### src/rtl/ahb3_master_sequencer_if.sv
// Command handshake and AHB-Lite bus signals shared between the
// sequencer (master) and the stimulus/slave side.
interface ahb3_master_sequencer_if #(
  parameter int ADDR_W = 32,
  parameter int DATA_W = 32
);
  logic              cmd_valid;
  logic              cmd_ready;
  logic [ADDR_W-1:0] cmd_addr;
  logic              cmd_write;
  logic [2:0]        cmd_size;
  logic [2:0]        cmd_burst;
  logic [DATA_W-1:0] wr_data;
  logic              wr_ack;
  logic [DATA_W-1:0] rd_data;
  logic              rd_valid;
  logic              done;
  logic              err;
  logic [ADDR_W-1:0] HADDR;
  logic [DATA_W-1:0] HWDATA;
  logic              HWRITE;
  logic [1:0]        HTRANS;
  logic [2:0]        HSIZE;
  logic [2:0]        HBURST;
  logic [DATA_W-1:0] HRDATA;
  logic              HREADY;
  logic              HRESP;

  modport master (
    input  cmd_valid, cmd_addr, cmd_write, cmd_size, cmd_burst, wr_data,
           HRDATA, HREADY, HRESP,
    output cmd_ready, wr_ack, rd_data, rd_valid, done, err,
           HADDR, HWDATA, HWRITE, HTRANS, HSIZE, HBURST
  );

  modport slave (
    output cmd_valid, cmd_addr, cmd_write, cmd_size, cmd_burst, wr_data,
           HRDATA, HREADY, HRESP,
    input  cmd_ready, wr_ack, rd_data, rd_valid, done, err,
           HADDR, HWDATA, HWRITE, HTRANS, HSIZE, HBURST
  );
endinterface

### src/rtl/ahb3_master_sequencer.sv
// AHB-Lite master transfer sequencer: turns one command into pipelined
// NONSEQ/SEQ beats with wait-state hold and two-cycle ERROR abort.
module ahb3_master_sequencer #(
  parameter int ADDR_W = 32,
  parameter int DATA_W = 32
) (
  input logic HCLK,
  input logic HRESET,
  ahb3_master_sequencer_if.master bus
);
  localparam logic [2:0] MAX_SIZE = 3'($clog2(DATA_W / 8));

  typedef enum logic [1:0] {S_IDLE, S_ADDR, S_BURST, S_LAST} state_e;
  typedef enum logic [1:0] {HT_IDLE = 2'b00, HT_NONSEQ = 2'b10, HT_SEQ = 2'b11} htrans_e;

  state_e            r_state, w_state;
  htrans_e           r_htrans, w_htrans;
  logic [ADDR_W-1:0] r_haddr, w_haddr;
  logic [DATA_W-1:0] r_hwdata, w_hwdata;
  logic [DATA_W-1:0] r_rd_data, w_rd_data;
  logic              r_hwrite, w_hwrite;
  logic [2:0]        r_hsize, w_hsize;
  logic [2:0]        r_hburst, w_hburst;
  logic [3:0]        r_left, w_left;
  logic              r_dphase, w_dphase;
  logic              r_rd_valid, w_rd_valid;
  logic              r_done, w_done;
  logic              r_err, w_err;
  logic              w_wr_ack;
  logic [ADDR_W-1:0] w_step, w_incr, w_wrap_mask, w_next_addr;

  function automatic logic [4:0] burst_beats(input logic [2:0] b);
    case (b[2:1])
      2'd0:    return 5'd1;
      2'd1:    return 5'd4;
      2'd2:    return 5'd8;
      default: return 5'd16;
    endcase
  endfunction

  // Wrapping bursts keep address bits above the burst span fixed.
  always_comb begin
    w_step      = ADDR_W'(1) << r_hsize;
    w_incr      = r_haddr + w_step;
    w_wrap_mask = (ADDR_W'(burst_beats(r_hburst)) << r_hsize) - ADDR_W'(1);
    if (r_hburst[0] || r_hburst == 3'b000)
      w_next_addr = w_incr;
    else
      w_next_addr = (r_haddr & ~w_wrap_mask) | (w_incr & w_wrap_mask);
  end

  always_comb begin
    w_state    = r_state;
    w_htrans   = r_htrans;
    w_haddr    = r_haddr;
    w_hwdata   = r_hwdata;
    w_hwrite   = r_hwrite;
    w_hsize    = r_hsize;
    w_hburst   = r_hburst;
    w_left     = r_left;
    w_dphase   = r_dphase;
    w_rd_data  = r_rd_data;
    w_rd_valid = 1'b0;
    w_done     = 1'b0;
    w_err      = 1'b0;
    w_wr_ack   = 1'b0;
    case (r_state)
      S_IDLE: begin
        if (bus.cmd_valid) begin
          w_haddr  = bus.cmd_addr;
          w_hwrite = bus.cmd_write;
          w_hsize  = (bus.cmd_size > MAX_SIZE) ? MAX_SIZE : bus.cmd_size;
          w_hburst = bus.cmd_burst;
          w_left   = 4'(burst_beats(bus.cmd_burst) - 5'd1);
          w_htrans = HT_NONSEQ;
          w_state  = S_ADDR;
        end
      end
      S_ADDR, S_BURST: begin
        // An error response cancels the pending address phase even while HREADY is low.
        if (r_dphase && bus.HRESP) begin
          w_htrans = HT_IDLE;
          if (bus.HREADY) begin
            w_dphase = 1'b0;
            w_done   = 1'b1;
            w_err    = 1'b1;
            w_state  = S_IDLE;
          end else begin
            w_state = S_LAST;
          end
        end else if (bus.HREADY) begin
          w_dphase = 1'b1;
          if (r_dphase && !r_hwrite) begin
            w_rd_valid = 1'b1;
            w_rd_data  = bus.HRDATA;
          end
          if (r_hwrite) begin
            w_wr_ack = 1'b1;
            w_hwdata = bus.wr_data;
          end
          if (r_left == 4'd0) begin
            w_htrans = HT_IDLE;
            w_state  = S_LAST;
          end else begin
            w_haddr  = w_next_addr;
            w_htrans = HT_SEQ;
            w_left   = r_left - 4'd1;
            w_state  = S_BURST;
          end
        end
      end
      S_LAST: begin
        if (bus.HREADY) begin
          w_dphase = 1'b0;
          w_htrans = HT_IDLE;
          w_done   = 1'b1;
          w_state  = S_IDLE;
          if (bus.HRESP) begin
            w_err = 1'b1;
          end else if (!r_hwrite) begin
            w_rd_valid = 1'b1;
            w_rd_data  = bus.HRDATA;
          end
        end
      end
      default: w_state = S_IDLE;
    endcase
    if (HRESET) w_wr_ack = 1'b0;
  end

  always_ff @(posedge HCLK) begin
    if (HRESET) begin
      r_state    <= S_IDLE;
      r_htrans   <= HT_IDLE;
      r_haddr    <= '0;
      r_hwdata   <= '0;
      r_hwrite   <= 1'b0;
      r_hsize    <= '0;
      r_hburst   <= '0;
      r_left     <= '0;
      r_dphase   <= 1'b0;
      r_rd_data  <= '0;
      r_rd_valid <= 1'b0;
      r_done     <= 1'b0;
      r_err      <= 1'b0;
    end else begin
      r_state    <= w_state;
      r_htrans   <= w_htrans;
      r_haddr    <= w_haddr;
      r_hwdata   <= w_hwdata;
      r_hwrite   <= w_hwrite;
      r_hsize    <= w_hsize;
      r_hburst   <= w_hburst;
      r_left     <= w_left;
      r_dphase   <= w_dphase;
      r_rd_data  <= w_rd_data;
      r_rd_valid <= w_rd_valid;
      r_done     <= w_done;
      r_err      <= w_err;
    end
  end

  assign bus.cmd_ready = (r_state == S_IDLE);
  assign bus.wr_ack    = w_wr_ack;
  assign bus.rd_data   = r_rd_data;
  assign bus.rd_valid  = r_rd_valid;
  assign bus.done      = r_done;
  assign bus.err       = r_err;
  assign bus.HADDR     = r_haddr;
  assign bus.HWDATA    = r_hwdata;
  assign bus.HWRITE    = r_hwrite;
  assign bus.HTRANS    = r_htrans;
  assign bus.HSIZE     = r_hsize;
  assign bus.HBURST    = r_hburst;
endmodule

### src/flat_wrapper.sv
// flat-port wrapper written by rule: the top's interface ports become plain ports
module ahb3_master_sequencer_flat 
#(
  parameter int ADDR_W = 32,
  parameter int DATA_W = 32
)
  (HCLK, HRESET, bus_cmd_valid, bus_cmd_addr, bus_cmd_write, bus_cmd_size, bus_cmd_burst, bus_wr_data, bus_HRDATA, bus_HREADY, bus_HRESP, bus_cmd_ready, bus_wr_ack, bus_rd_data, bus_rd_valid, bus_done, bus_err, bus_HADDR, bus_HWDATA, bus_HWRITE, bus_HTRANS, bus_HSIZE, bus_HBURST);
  ahb3_master_sequencer_if #(.ADDR_W(ADDR_W), .DATA_W(DATA_W)) bus_i ();
  input logic HCLK;
  input logic HRESET;
  input wire logic [$bits(bus_i.cmd_valid)-1:0] bus_cmd_valid;
  input wire logic [$bits(bus_i.cmd_addr)-1:0] bus_cmd_addr;
  input wire logic [$bits(bus_i.cmd_write)-1:0] bus_cmd_write;
  input wire logic [$bits(bus_i.cmd_size)-1:0] bus_cmd_size;
  input wire logic [$bits(bus_i.cmd_burst)-1:0] bus_cmd_burst;
  input wire logic [$bits(bus_i.wr_data)-1:0] bus_wr_data;
  input wire logic [$bits(bus_i.HRDATA)-1:0] bus_HRDATA;
  input wire logic [$bits(bus_i.HREADY)-1:0] bus_HREADY;
  input wire logic [$bits(bus_i.HRESP)-1:0] bus_HRESP;
  output wire logic [$bits(bus_i.cmd_ready)-1:0] bus_cmd_ready;
  output wire logic [$bits(bus_i.wr_ack)-1:0] bus_wr_ack;
  output wire logic [$bits(bus_i.rd_data)-1:0] bus_rd_data;
  output wire logic [$bits(bus_i.rd_valid)-1:0] bus_rd_valid;
  output wire logic [$bits(bus_i.done)-1:0] bus_done;
  output wire logic [$bits(bus_i.err)-1:0] bus_err;
  output wire logic [$bits(bus_i.HADDR)-1:0] bus_HADDR;
  output wire logic [$bits(bus_i.HWDATA)-1:0] bus_HWDATA;
  output wire logic [$bits(bus_i.HWRITE)-1:0] bus_HWRITE;
  output wire logic [$bits(bus_i.HTRANS)-1:0] bus_HTRANS;
  output wire logic [$bits(bus_i.HSIZE)-1:0] bus_HSIZE;
  output wire logic [$bits(bus_i.HBURST)-1:0] bus_HBURST;
  assign bus_i.cmd_valid = bus_cmd_valid;
  assign bus_i.cmd_addr = bus_cmd_addr;
  assign bus_i.cmd_write = bus_cmd_write;
  assign bus_i.cmd_size = bus_cmd_size;
  assign bus_i.cmd_burst = bus_cmd_burst;
  assign bus_i.wr_data = bus_wr_data;
  assign bus_i.HRDATA = bus_HRDATA;
  assign bus_i.HREADY = bus_HREADY;
  assign bus_i.HRESP = bus_HRESP;
  assign bus_cmd_ready = bus_i.cmd_ready;
  assign bus_wr_ack = bus_i.wr_ack;
  assign bus_rd_data = bus_i.rd_data;
  assign bus_rd_valid = bus_i.rd_valid;
  assign bus_done = bus_i.done;
  assign bus_err = bus_i.err;
  assign bus_HADDR = bus_i.HADDR;
  assign bus_HWDATA = bus_i.HWDATA;
  assign bus_HWRITE = bus_i.HWRITE;
  assign bus_HTRANS = bus_i.HTRANS;
  assign bus_HSIZE = bus_i.HSIZE;
  assign bus_HBURST = bus_i.HBURST;
  ahb3_master_sequencer #(.ADDR_W(ADDR_W), .DATA_W(DATA_W)) u_core (.HCLK(HCLK), .HRESET(HRESET), .bus(bus_i));
endmodule
### config.mk
export PLATFORM = sky130hd
export DESIGN_NAME = ahb3_master_sequencer_flat
export DESIGN_NICKNAME = d
export VERILOG_FILES = /design/src/rtl/ahb3_master_sequencer_if.sv /design/src/rtl/ahb3_master_sequencer.sv /design/src/flat_wrapper.sv
export SDC_FILE = /design/constraint.sdc
export NUM_CORES = 1
export LEC_CHECK = 0
export ABC_AREA = 1
export CORE_MARGIN = 2
export CORE_UTILIZATION = 46
export DETAILED_ROUTE_END_ITERATION = 6
export PLACE_DENSITY = 0.8
export RECOVER_POWER = 25
export SLEW_MARGIN = 15
export SYNTH_ARGS = -nofsm -noshare
export SYNTH_HDL_FRONTEND = slang
export SYNTH_SLANG_ARGS = --single-unit
### constraint.sdc
create_clock -name HCLK -period 3.1 [get_ports HCLK]
set_input_delay 0.93 -clock HCLK [delete_from_list [all_inputs] [get_ports HCLK]]
set_output_delay 0.93 -clock HCLK [all_outputs]
set_load 0.01 [all_outputs]
==> results of run 1 <==
layer usage:
metal | up-vias | share of wire, %
li1 | 3439 | -
met1 | 3067 | 39
met2 | 284 | 49
met3 | 37 | 10
met4 | 0 | 2.5
met5 | - | 0
synthesized netlist by cell type, types with 3 or more instances:
library cell  number  area share, %
nand2_1          142            8.7
nand2_2            6           0.61
clkbuf_1          23            1.4
inv_1             68            4.2
nor2_4             5           0.92
dfxtp_1          115             38
ha_1              14            2.9
o21ai_2            4           0.57
nand3_1           37            3.0
o21ai_0          127             10
inv_2              3           0.18
o21ai_1            4           0.33
buf_1              3           0.18
nor3_1            13            1.1
buf_4              5           0.61
nor2_1           195             12
nand3_2            4           0.65
xnor2_1            5           0.71
o21a_1             3           0.37
nor2_2             3           0.31
nor4_1             4           0.41
a21oi_1           67            5.5
buf_2             10           0.82
xor2_1            16            2.3
nand4_1           12            1.2
nor3_2             4           0.65
power by group:
group | internal [mW] | total (mW) | switching, mW
sequential | 1.91 | 2.30 | 0.397
clock | 1.20 | 1.93 | 0.722
combinational | 1.55 | 3.47 | 1.92
worst min path at each step:
stage,start,endpoint
3_5_place_dp,u_core.bus.HTRANS[0],u_core.bus.HTRANS[0]
5_1_grt,u_core.bus.rd_data[15],u_core.bus.rd_data[15]
6_report,u_core.r_left[0],u_core.r_left[0]
2_1_floorplan,u_core.r_left[2],u_core.r_left[2]
4_1_cts,u_core.r_left[0],u_core.r_left[0]
3_3_place_gp,u_core.r_left[2],u_core.r_left[2]
kinds of logic (layout without fill, tap and decap cells):
| family | count (synthesis) | count (layout) |
|---|---|---|
| compound gates | 217 | 217 |
| xor+xnor | 21 | 21 |
| fa+ha+maj | 15 | 15 |
| buf+inv | 113 | 344 |
| flops | 115 | 115 |
| simple gates | 431 | 431 |
stage by stage:
stage               area (µm²)  cells
finish                    9079   1319
global route              9079   1319
CTS                       9097   1319
detailed placement        8518   1287
global placement          8518   1287
floorplan                 6138    912
area by class of cell:
class / instances / area, µm²
clock buffers: 20 / 446.7
clock inverters: 12 / 131.4
fillers: 1114 / 4059
inverters: 72 / 272.8
multi-input cells: 684 / 3378
flip-flops and latches: 115 / 2302
well taps: 176 / 220.2
repair buffers: 240 / 2327
worst max-delay path: cells and delay by family:
family / cells / cell delay (ns)
buffers and inverters: 3 / 0.68
AND/OR/NAND/NOR: 4 / 0.46
what timing repair did:
action | 4_1_cts | 5_1_grt
cloned | 0 | 0
endpoints found under the setup margin | 1 | 1
pin swaps | 0 | 0
resized for setup | 3 | 1
==> out/summary.txt, run 1 <==
Initial Utilization = 46.72%
clock skew = 0.005500 ns
Cells on Worst Hold Path = 2
first-pass GRT wire length = 30760 µm
Synth Area in Adders = 3.180%
max_slew headroom = 36.38%
Yosys Warn Count = 0
cell mode on critical path = nor2_1
endpoints failing setup = 0
ANT nets after route = 0
Routed WL per cell = 14.27 µm
Crit. End Element = primary output
cell at the slowest stage of the critical path = clkdlybuf4s50_1
Pins Over Slew Limit = 0
most frequent cells in the layout = 195 x nor2_1, 177 x clkdlybuf4s50_1, 142 x nand2_1, 127 x o21ai_0, 115 x dfxtp_1
P per Cell Area = 848.1 nW/µm²
r2r worst-path depth = 13
WHS = 0.4685 ns
Post-Syn Nets = 1035
Layout area overhead = 47.90%
nets@finish = 1253
DRC Markers = 0
CTS sink count = 115
Crit Reg-Reg Startpoint = u_core.bus.HSIZE[2]
peak supply drop = 0.0005142 V
EDFF count, synth = 0
DR iter-0 viols = 512
main combinational cell family by area after synthesis = simple AND/OR/NAND/NOR gates
Max-Cap Viols = 0
CTS H-tree lvls = 4
worst skew pair latency = 0.42 ns
Synth async-reset ratio = 0%
post-synthesis cell type count = 40
core area = 13140 µm²
worst path arrival time = 2.06 ns
RSZ-0062 raised after global routing = no
Die Wd = 119.5 µm
Clock Path Buffers = 2
Leakage Power = 3.742 nW
antenna violations before repair = 0
r2r setup slk = 0.24 ns
average cell area after synthesis = 6.731 µm²
Via-to-Cell Ratio = 5.176
measured slew at the worst slew-check pin = 0.9544 ns
setup TNS = 0 ns
PortBufs = 217
type of the worst min-delay path = register to register
worst path cell trace = clkdlybuf4s50_1 > nand2_1 > inv_1 > nor2_1 > nand3_1 > nor2_1 > buf_2
synthesized flop and latch total = 115
total wire length = 18820 µm
vias in the first global route = 6568
post-synthesis mux area share = 0%
Synth Area in XOR/XNOR = 2.996%
total number of vias = 6827
met3 Resource Use GR = 12.93%
die footprint = 14280 µm²
WP data required = 2.17 ns
status = finished clean
total CTS buffers = 17
Max Clk Rate = 0.3344 GHz
postcts setup bufs = 0
Compound-Gate Fraction of Synth Area = 18.55%
All-Layer GR Usage = 26.75%
Worst Setup SP = bus_HRESP
Crit path largest cell delay = 0.45 ns
total power = 7.700 mW
final setup margin = 0.1095 ns
I/O pin count = 218
Netlist Area Pre-Place = 6138 µm²
dpl hpwl = 13720 µm
Post-CTS Hold Buffers = 0
final core utilization = 69.10%
Final period util = 96.47%
Most Crowded Layer GR = met2
CP max FO = 3
iteration count of the initial detailed-routing pass = 5
Tmin final = 2.991 ns
path type of the worst setup path = input pin to primary output
Die Height = 119.5 µm
sequential area share after synthesis = 37.51%
final hold vios = 0
pre-CTS setup slack = -0.3254 ns
commonest non-fill, non-tap cell in the layout = nor2_1
M2 GR Usage = 45.61%
row count = 42
ant diodes = 0
GR Util met1 = 28.50%
CP Capture Point = bus_wr_ack
Startpoint Class = input pin
clock-pin slew on the worst setup and hold paths = 0.05 ns
pin count of the biggest net entering global routing = 56
Post-synth top flop = dfxtp_1
CTS tree = built
RePlAce Congestion = 0.9214
grt ovf = 0
simple-gate area share of the yosys netlist = 30.31%
cell count after synthesis = 912
CTS root buf = clkbuf_16
layout cell share with drive strength beyond 1 = 7.612%
(Power assumes the default switching activity.)
==> inputs of run 2 (changes only) <==
--- a/config.mk
+++ b/config.mk
@@ -5,11 +5,10 @@
 export SDC_FILE = /design/constraint.sdc
 export NUM_CORES = 1
 export LEC_CHECK = 0
-export ABC_AREA = 1
 export CORE_MARGIN = 2
-export CORE_UTILIZATION = 46
+export CORE_UTILIZATION = 45
 export DETAILED_ROUTE_END_ITERATION = 6
-export PLACE_DENSITY = 0.8
+export PLACE_DENSITY = 0.78
 export RECOVER_POWER = 25
 export SLEW_MARGIN = 15
 export SYNTH_ARGS = -nofsm -noshare
==> run 2 against run 1 <==
Compared with the run above:
- global-route usage rose by 0.57 points
- worst hold slack lost 0.020 ns
- count of clock-buffer cells in the layout grew 2
- clock power about the same
- first-iteration DRC count is 6.4% higher
- synthesized cell count is 12% lower
- critical path type unchanged
- highest routed layer unchanged
==> out/summary.txt, run 2 <==
ANT nets after route = 0 (unchanged)
status = finished clean
Synth top area share = 38.03% (+0.53 points)
post-synth top area cell = dfxtp_1
type of the worst min-delay path = register to register
cell count after synthesis = 799 (-12%)
worst skew pair latency = 0.42 ns (about the same)
Startpoint Class = input pin
CTS sink count = 115 (unchanged)
Initial Utilization = 45.89% (-0.83 points)
PortBufs = 217 (unchanged)
Netlist Area Pre-Place = 6053 µm² (-1.4%)
die footprint = 14400 µm² (+0.78%)
antenna violations before repair = 1 (+1)
final core utilization = 68.46% (-0.65 points)
Clock Path Buffers = 2 (unchanged)
Die Wd = 120.0 µm (+0.39%)
Layout area overhead = 49.17%
synthesized flop and latch total = 115 (unchanged)
worst path cell trace = clkdlybuf4s50_1 > a21boi_2 > nand3_1 > nor2_1 > dlygate4sd2_1
layout cell share with drive strength beyond 1 = 8.008% (+0.40 points)
Pins Over Slew Limit = 0 (unchanged)
CP max FO = 2 (-1)
Yosys Warn Count = 0 (unchanged)
CTS tree = built
Post-Syn Nets = 922 (-11%)
Via-to-Cell Ratio = 5.531 (+6.9%)
EDFF count, synth = 0 (unchanged)
grt ovf = 0 (unchanged)
CTS root buf = clkbuf_16
top-count cell post-synth = nand2_1
most frequent cells in the layout = 185 x nand2_1, 177 x clkdlybuf4s50_1, 115 x dfxtp_1, 112 x a21oi_1, 51 x nor2_1
Final period util = 97.86% (+1.4 points)
Crit path largest cell delay = 0.49 ns (+0.04 ns)
CTS H-tree lvls = 4 (unchanged)
Max Clk Rate = 0.3296 GHz (-1.4%)
final setup margin = 0.06638 ns (-0.04311 ns)
Post-CTS Hold Buffers = 0 (unchanged)
total CTS buffers = 17 (unchanged)
Post-synth top flop = dfxtp_1
nets@finish = 1134 (-9.5%)
average cell area after synthesis = 7.576 µm² (+13%)
path type of the worst setup path = input pin to primary output
iteration count of the initial detailed-routing pass = 5 (unchanged)
clock skew = 0.01036 ns (+0.004855 ns)
Die Height = 120.0 µm (+0.39%)
pre-CTS setup slack = -0.2390 ns (+0.08639 ns)
Leakage Power = 3.375 nW (-9.8%)
RePlAce Congestion = 0.8959 (-2.8%)
sequential area share after synthesis = 38.03% (+0.53 points)
Crit. End Element = primary output
pin count of the biggest net entering global routing = 113 (+100%)
Max-Cap Viols = 0 (unchanged)
commonest non-fill, non-tap cell in the layout = nand2_1
All-Layer GR Usage = 27.33% (+0.57 points)
total power = 5.644 mW (-27%)
Synth async-reset ratio = 0% (unchanged)
peak supply drop = 0.0005557 V (+8.1%)
RSZ-0062 raised after global routing = no
P per Cell Area = 625.0 nW/µm² (-26%)
clock-pin slew on the worst setup and hold paths = 0.05 ns (about the same)
WP data required = 2.17 ns (about the same)
list of most frequent post-synthesis cells = 185 x nand2_1, 115 x dfxtp_1, 112 x a21oi_1
I/O pin count = 218 (unchanged)
measured slew at the worst slew-check pin = 0.6194 ns (-0.3350 ns)
total wire length = 19790 µm (+5.1%)
WHS = 0.4490 ns (-0.01957 ns)
Routed WL per cell = 16.48 µm (+15%)
Synth area leaders = dfxtp_1 38%, nand2_1 11%, a21oi_1 9.3%, nor2_1 3.2%, ha_1 2.9%
first-pass GRT wire length = 31310 µm (+1.8%)
max_slew headroom = 58.71% (+22 points)
vias in the first global route = 6218 (-5.3%)
core area = 13190 µm² (+0.40%)
total number of vias = 6643 (-2.7%)
post-synthesis cell type count = 71 (+78%)
endpoints failing setup = 0 (unchanged)
Tmin final = 3.034 ns (+0.04311 ns)
row count = 42 (unchanged)
cell at the slowest stage of the critical path = clkdlybuf4s50_1
dpl hpwl = 13850 µm (+0.88%)
DR iter-0 viols = 545 (+6.4%)
DRC Markers = 0 (unchanged)
final hold vios = 0 (unchanged)
worst path arrival time = 2.10 ns (+0.04 ns)
[run 2: changes by cell type after synthesis, moves of 8 or more]
cell / previous run / this run
nor2_1: 195 / 51
o21ai_0: 127 / 23
inv_1: 68 / 12
a21oi_1: 67 / 112
nand2_1: 142 / 185
clkbuf_1: 23 / 43
nand3_1: 37 / 20
and3_1: 0 / 16
nor3b_1: 0 / 11
o211ai_1: 0 / 10
xor2_1: 16 / 6
mux2i_1: 0 / 9
buf_2: 10 / 2
[run 2: area by class of cell]
type	count	area (µm²)
clock buffer	22	494.2
tap	176	220.2
multi-input combinational	614	3441
antenna	1	2.502
timing repair buffer	251	2426
inverter	12	45.04
clock inverter	10	98.84
fill	1071	4160
sequential	115	2302
[run 2: cells by family after synthesis]
family	share of synthesized area (%)
buffers and inverters	5.064
and+or+nand+nor	26.71
AOI/OAI and AO/OA	23.42
xor gates and xnor gates	1.881
adders and majority gates	3.225
DFF	38.03
muxes	1.674
[run 2: layer usage]
layer  vias to the layer above  GRT usage [%]  share of wire, %
li1                       3269              -                 -
met1                      3062          32.31                40
met2                       281          44.35                47
met3                        31          12.12                11
met4                         0          8.676               1.6
met5                         -              0                 0
[run 2: worst max-delay path, delay by kind of cell]
| family | cells | cell delay, ns |
|---|---|---|
| buf+inv | 2 | 0.77 |
| simple gates | 2 | 0.21 |
| compound gates | 1 | 0.19 |
[run 2: power by group]
group          switching [mW]  leakage (nW)  internal, mW
sequential              0.208         0.934          1.65
combinational           0.965          2.15         0.888
clock                   0.723         0.289          1.21
[run 2: final timing paths]
check	slack (ns)	cells after the start	endpoint	start
setup / recovery	0.07	5	bus_wr_ack	bus_HRESP
hold / removal	0.45	2	u_core.bus.rd_data[12]	u_core.bus.rd_data[12]
setup reg to reg	0.25	9	register	u_core.bus.HSIZE[0]
hold reg to reg	0.45	2	u_core.bus.rd_data[12]	u_core.bus.rd_data[12]
[run 2: through the flow]
step,cells,TNS [ns],area (µm²)
4_1_cts,1200,0,9041
2_1_floorplan,799,0,6053
5_1_grt,1200,0,9027
3_5_place_dp,1167,-0.2390,8442
3_3_place_gp,1167,-0.2104,8442
6_report,1201,0,9030
[run 2: timing repair]
| item | 4_1_cts | 5_1_grt |
|---|---|---|
| resized for setup | 1 | 1 |
| buffers inserted | 1 | 0 |
| pin swaps | 1 | 0 |
| setup endpoints to repair | 1 | 1 |
==> inputs of run 3 (changes only) <==
--- a/config.mk
+++ b/config.mk
@@ -6,9 +6,10 @@
 export NUM_CORES = 1
 export LEC_CHECK = 0
 export CORE_MARGIN = 2
-export CORE_UTILIZATION = 45
+export CORE_UTILIZATION = 50
 export DETAILED_ROUTE_END_ITERATION = 6
-export PLACE_DENSITY = 0.78
+export DONT_BUFFER_PORTS = 1
+export PLACE_DENSITY = 0.63
 export RECOVER_POWER = 25
 export SLEW_MARGIN = 15
 export SYNTH_ARGS = -nofsm -noshare
==> run 3 against run 2 <==
Compared with the run above:
- global-route usage shrank 0.77 points
- clock power up 3%
- worst hold slack improved by 0.049 ns
- setup slack improved by 0.13 ns
- via count down 12%
- sequential share of layout area rose by 8.8 points
- final cell count decreased by 22%
- first-iteration DRC count fell by 4.2%
- die area is 9.7% lower
- clock skew hardly changed
==> out/summary.txt, run 3 (synthesis results as in run 2) <==
clock-pin slew on the worst setup and hold paths = 0.06 ns (about the same)
pin count of the biggest net entering global routing = 114 (+0.88%)
r2r worst-path depth = 9 (unchanged)
row count = 40 (-4.8%)
Clock Path Buffers = 2 (unchanged)
DR iter-0 viols = 522 (-4.2%)
Clk network pwr share = 37.9% (+3.6 points)
measured slew at the worst slew-check pin = 1.024 ns (+0.4051 ns)
RSZ-0062 raised after global routing = no
Tmin final = 2.903 ns (-0.1304 ns)
Routed WL per cell = 18.73 µm (+14%)
CTS H-tree lvls = 4 (unchanged)
CP Capture Point = bus_wr_ack
ANT nets after route = 0 (unchanged)
cell at the slowest stage of the critical path = ha_1
first-pass GRT wire length = 27610 µm (-12%)
r2r setup slk = 0.29 ns (+0.04 ns)
Post-CTS Hold Buffers = 0 (unchanged)
total power = 5.229 mW (-7.4%)
layout cell share with drive strength beyond 1 = 7.985% (-0.023 points)
antenna violations before repair = 0 (-1)
Max Clk Rate = 0.3444 GHz (+4.5%)
Crit Reg-Reg Startpoint = u_core.bus.HSIZE[1]
I/O pin count = 218 (unchanged)
total number of vias = 5872 (-12%)
Max-Cap Viols = 0 (unchanged)
CTS root buf = clkbuf_16
total CTS buffers = 17 (unchanged)
Final period util = 93.65% (-4.2 points)
P per Cell Area = 778.8 nW/µm² (+25%)
clock skew = 0.01009 ns (-0.0002625 ns)
path type of the worst setup path = register to primary output
core area = 11910 µm² (-9.7%)
RePlAce Congestion = 0.8964 (about the same)
nets@finish = 900 (-21%)
PortBufs = 0 (-100%)
Layout area overhead = 10.91%
worst path bufs/invs = 2 (unchanged)
CTS tree = built
Startpoint Class = register
Die Height = 114.0 µm (-5.0%)
type of the worst min-delay path = register to register
ant diodes = 0 (-1)
P_sw = 1.824 mW (-3.8%)
M2 GR Usage = 42.22% (-2.1 points)
setup TNS = 0 ns (unchanged)
max_slew headroom = 31.70% (-27 points)
most frequent cells in the layout = 185 x nand2_1, 115 x dfxtp_1, 112 x a21oi_1, 51 x nor2_1, 23 x o21ai_0
peak supply drop = 0.0003399 V (-39%)
postcts setup bufs = 0 (-1)
worst path cell trace = inv_1 > ha_1 > a21boi_2 > nand3_1 > nor2_1 > buf_4
DRC Markers = 0 (unchanged)
final hold vios = 0 (unchanged)
die footprint = 13000 µm² (-9.7%)
WP data required = 2.17 ns (about the same)
met3 Resource Use GR = 8.661% (-3.5 points)
total wire length = 17530 µm (-11%)
Largest delay share family, worst path = adder cells
Die Wd = 114.0 µm (-5.0%)
worst skew pair latency = 0.41 ns (about the same)
Pins Over Slew Limit = 0 (unchanged)
register share of total power = 37.3% (+4.4 points)
endpoints failing setup = 0 (unchanged)
GR Util met1 = 32.39% (+0.083 points)
Int Power = 3.405 mW (-9.1%)
vias in the first global route = 5616 (-9.7%)
Crit path largest cell delay = 0.40 ns (-0.09 ns)
Post-CTS Resized = 0 (-1)
switching share of total power = 34.89% (+1.3 points)
iteration count of the initial detailed-routing pass = 5 (unchanged)
CP max FO = 6 (+4)
commonest non-fill, non-tap cell in the layout = nand2_1
Worst Setup SP = u_core.r_state[0]
Crit. End Element = primary output
CP Depth = 6 (+1)
combinational share of power = 24.8% (-8.0 points)
dpl hpwl = 12230 µm (-12%)
status = finished clean
hold_sp = u_core.bus.rd_data[14]
CTS sink count = 115 (unchanged)
Leakage Power = 2.366 nW (-30%)
Initial Utilization = 50.82% (+4.9 points)
Most Crowded Layer GR = met2
All-Layer GR Usage = 26.56% (-0.77 points)
grt ovf = 0 (unchanged)
worst path arrival time = 1.97 ns (-0.13 ns)
Via-to-Cell Ratio = 6.274 (+13%)
-- run 3: cell types whose count changed in the layout (fill, tap and decap cells not counted), moves of 2 or more --
cell	change
clkdlybuf4s50_1	-177
buf_4	-17
clkinv_4	-2
bufinv_16	+2
dlygate4sd3_1	-38
clkinv_2	+2
clkbuf_8	-5
-- run 3: metal layers --
layer | part of all wire, % | wire, µm
met3 | 10 | 1758
met1 | 41 | 7117
met2 | 47 | 8263
met4 | 2.2 | 394
met5 | 0 | 0
-- run 3: cell type report --
class                      instances  area (µm²)
fill                            1131        5197
multi-input combinational        614        3445
sequential                       115        2302
clock buffer                      18       429.2
tap                              147       183.9
clock inverter                    13       160.2
timing repair buffer              17       148.9
inverter                          12       45.04
-- run 3: metrics by stage --
| stage | worst slack, ns | hold slack [ns] | utilization (%) | cells | area, µm² |
|---|---|---|---|---|---|
| final | 0.1968 | 0.4984 | 56.37 | 936 | 6714 |
| after global routing | 0.02006 | 0.5142 | 56.37 | 936 | 6714 |
| after CTS | 0.1886 | 0.4975 | 56.40 | 936 | 6718 |
| after detailed placement | 0.3215 | 0.4894 | 51.45 | 905 | 6128 |
| after global placement | 0.3927 | 0.4874 | 51.45 | 905 | 6128 |
| after floorplan | 0.05415 | 0.4758 | - | 799 | 6053 |
-- run 3: how the worst min path moves through the flow --
stage                     cells after the start  slack (ns)                endpoint
final                                         2        0.50  u_core.bus.rd_data[14]
after global routing                          2        0.51   u_core.bus.rd_data[7]
after CTS                                     2        0.50  u_core.bus.rd_data[14]
after detailed placement                      2        0.49  u_core.bus.rd_data[14]
after global placement                        2        0.49        u_core.r_left[0]
after floorplan                               2        0.48        u_core.r_left[0]
-- run 3: power groups by stage --
stage          registers, mW  logic, mW  clock network, mW
4_1_cts                 1.94       1.29               2.01
3_3_place_gp            1.97       1.25                  0
3_5_place_dp            1.97       1.28                  0
2_1_floorplan           1.89       1.07                  0
6_report                1.95       1.30               1.98
5_1_grt                 1.97       1.44               2.06
-- run 3: worst reg2reg max path: cells and delay by family (launching register included) --
kind | cells | cell delay, ns
buffers and inverters | 2 | 0.44
adder cells (fa/ha/maj) | 1 | 0.24
AND/OR/NAND/NOR | 3 | 0.52
AO/OA/AOI/OAI | 3 | 1.10
flip-flops | 1 | 0.44
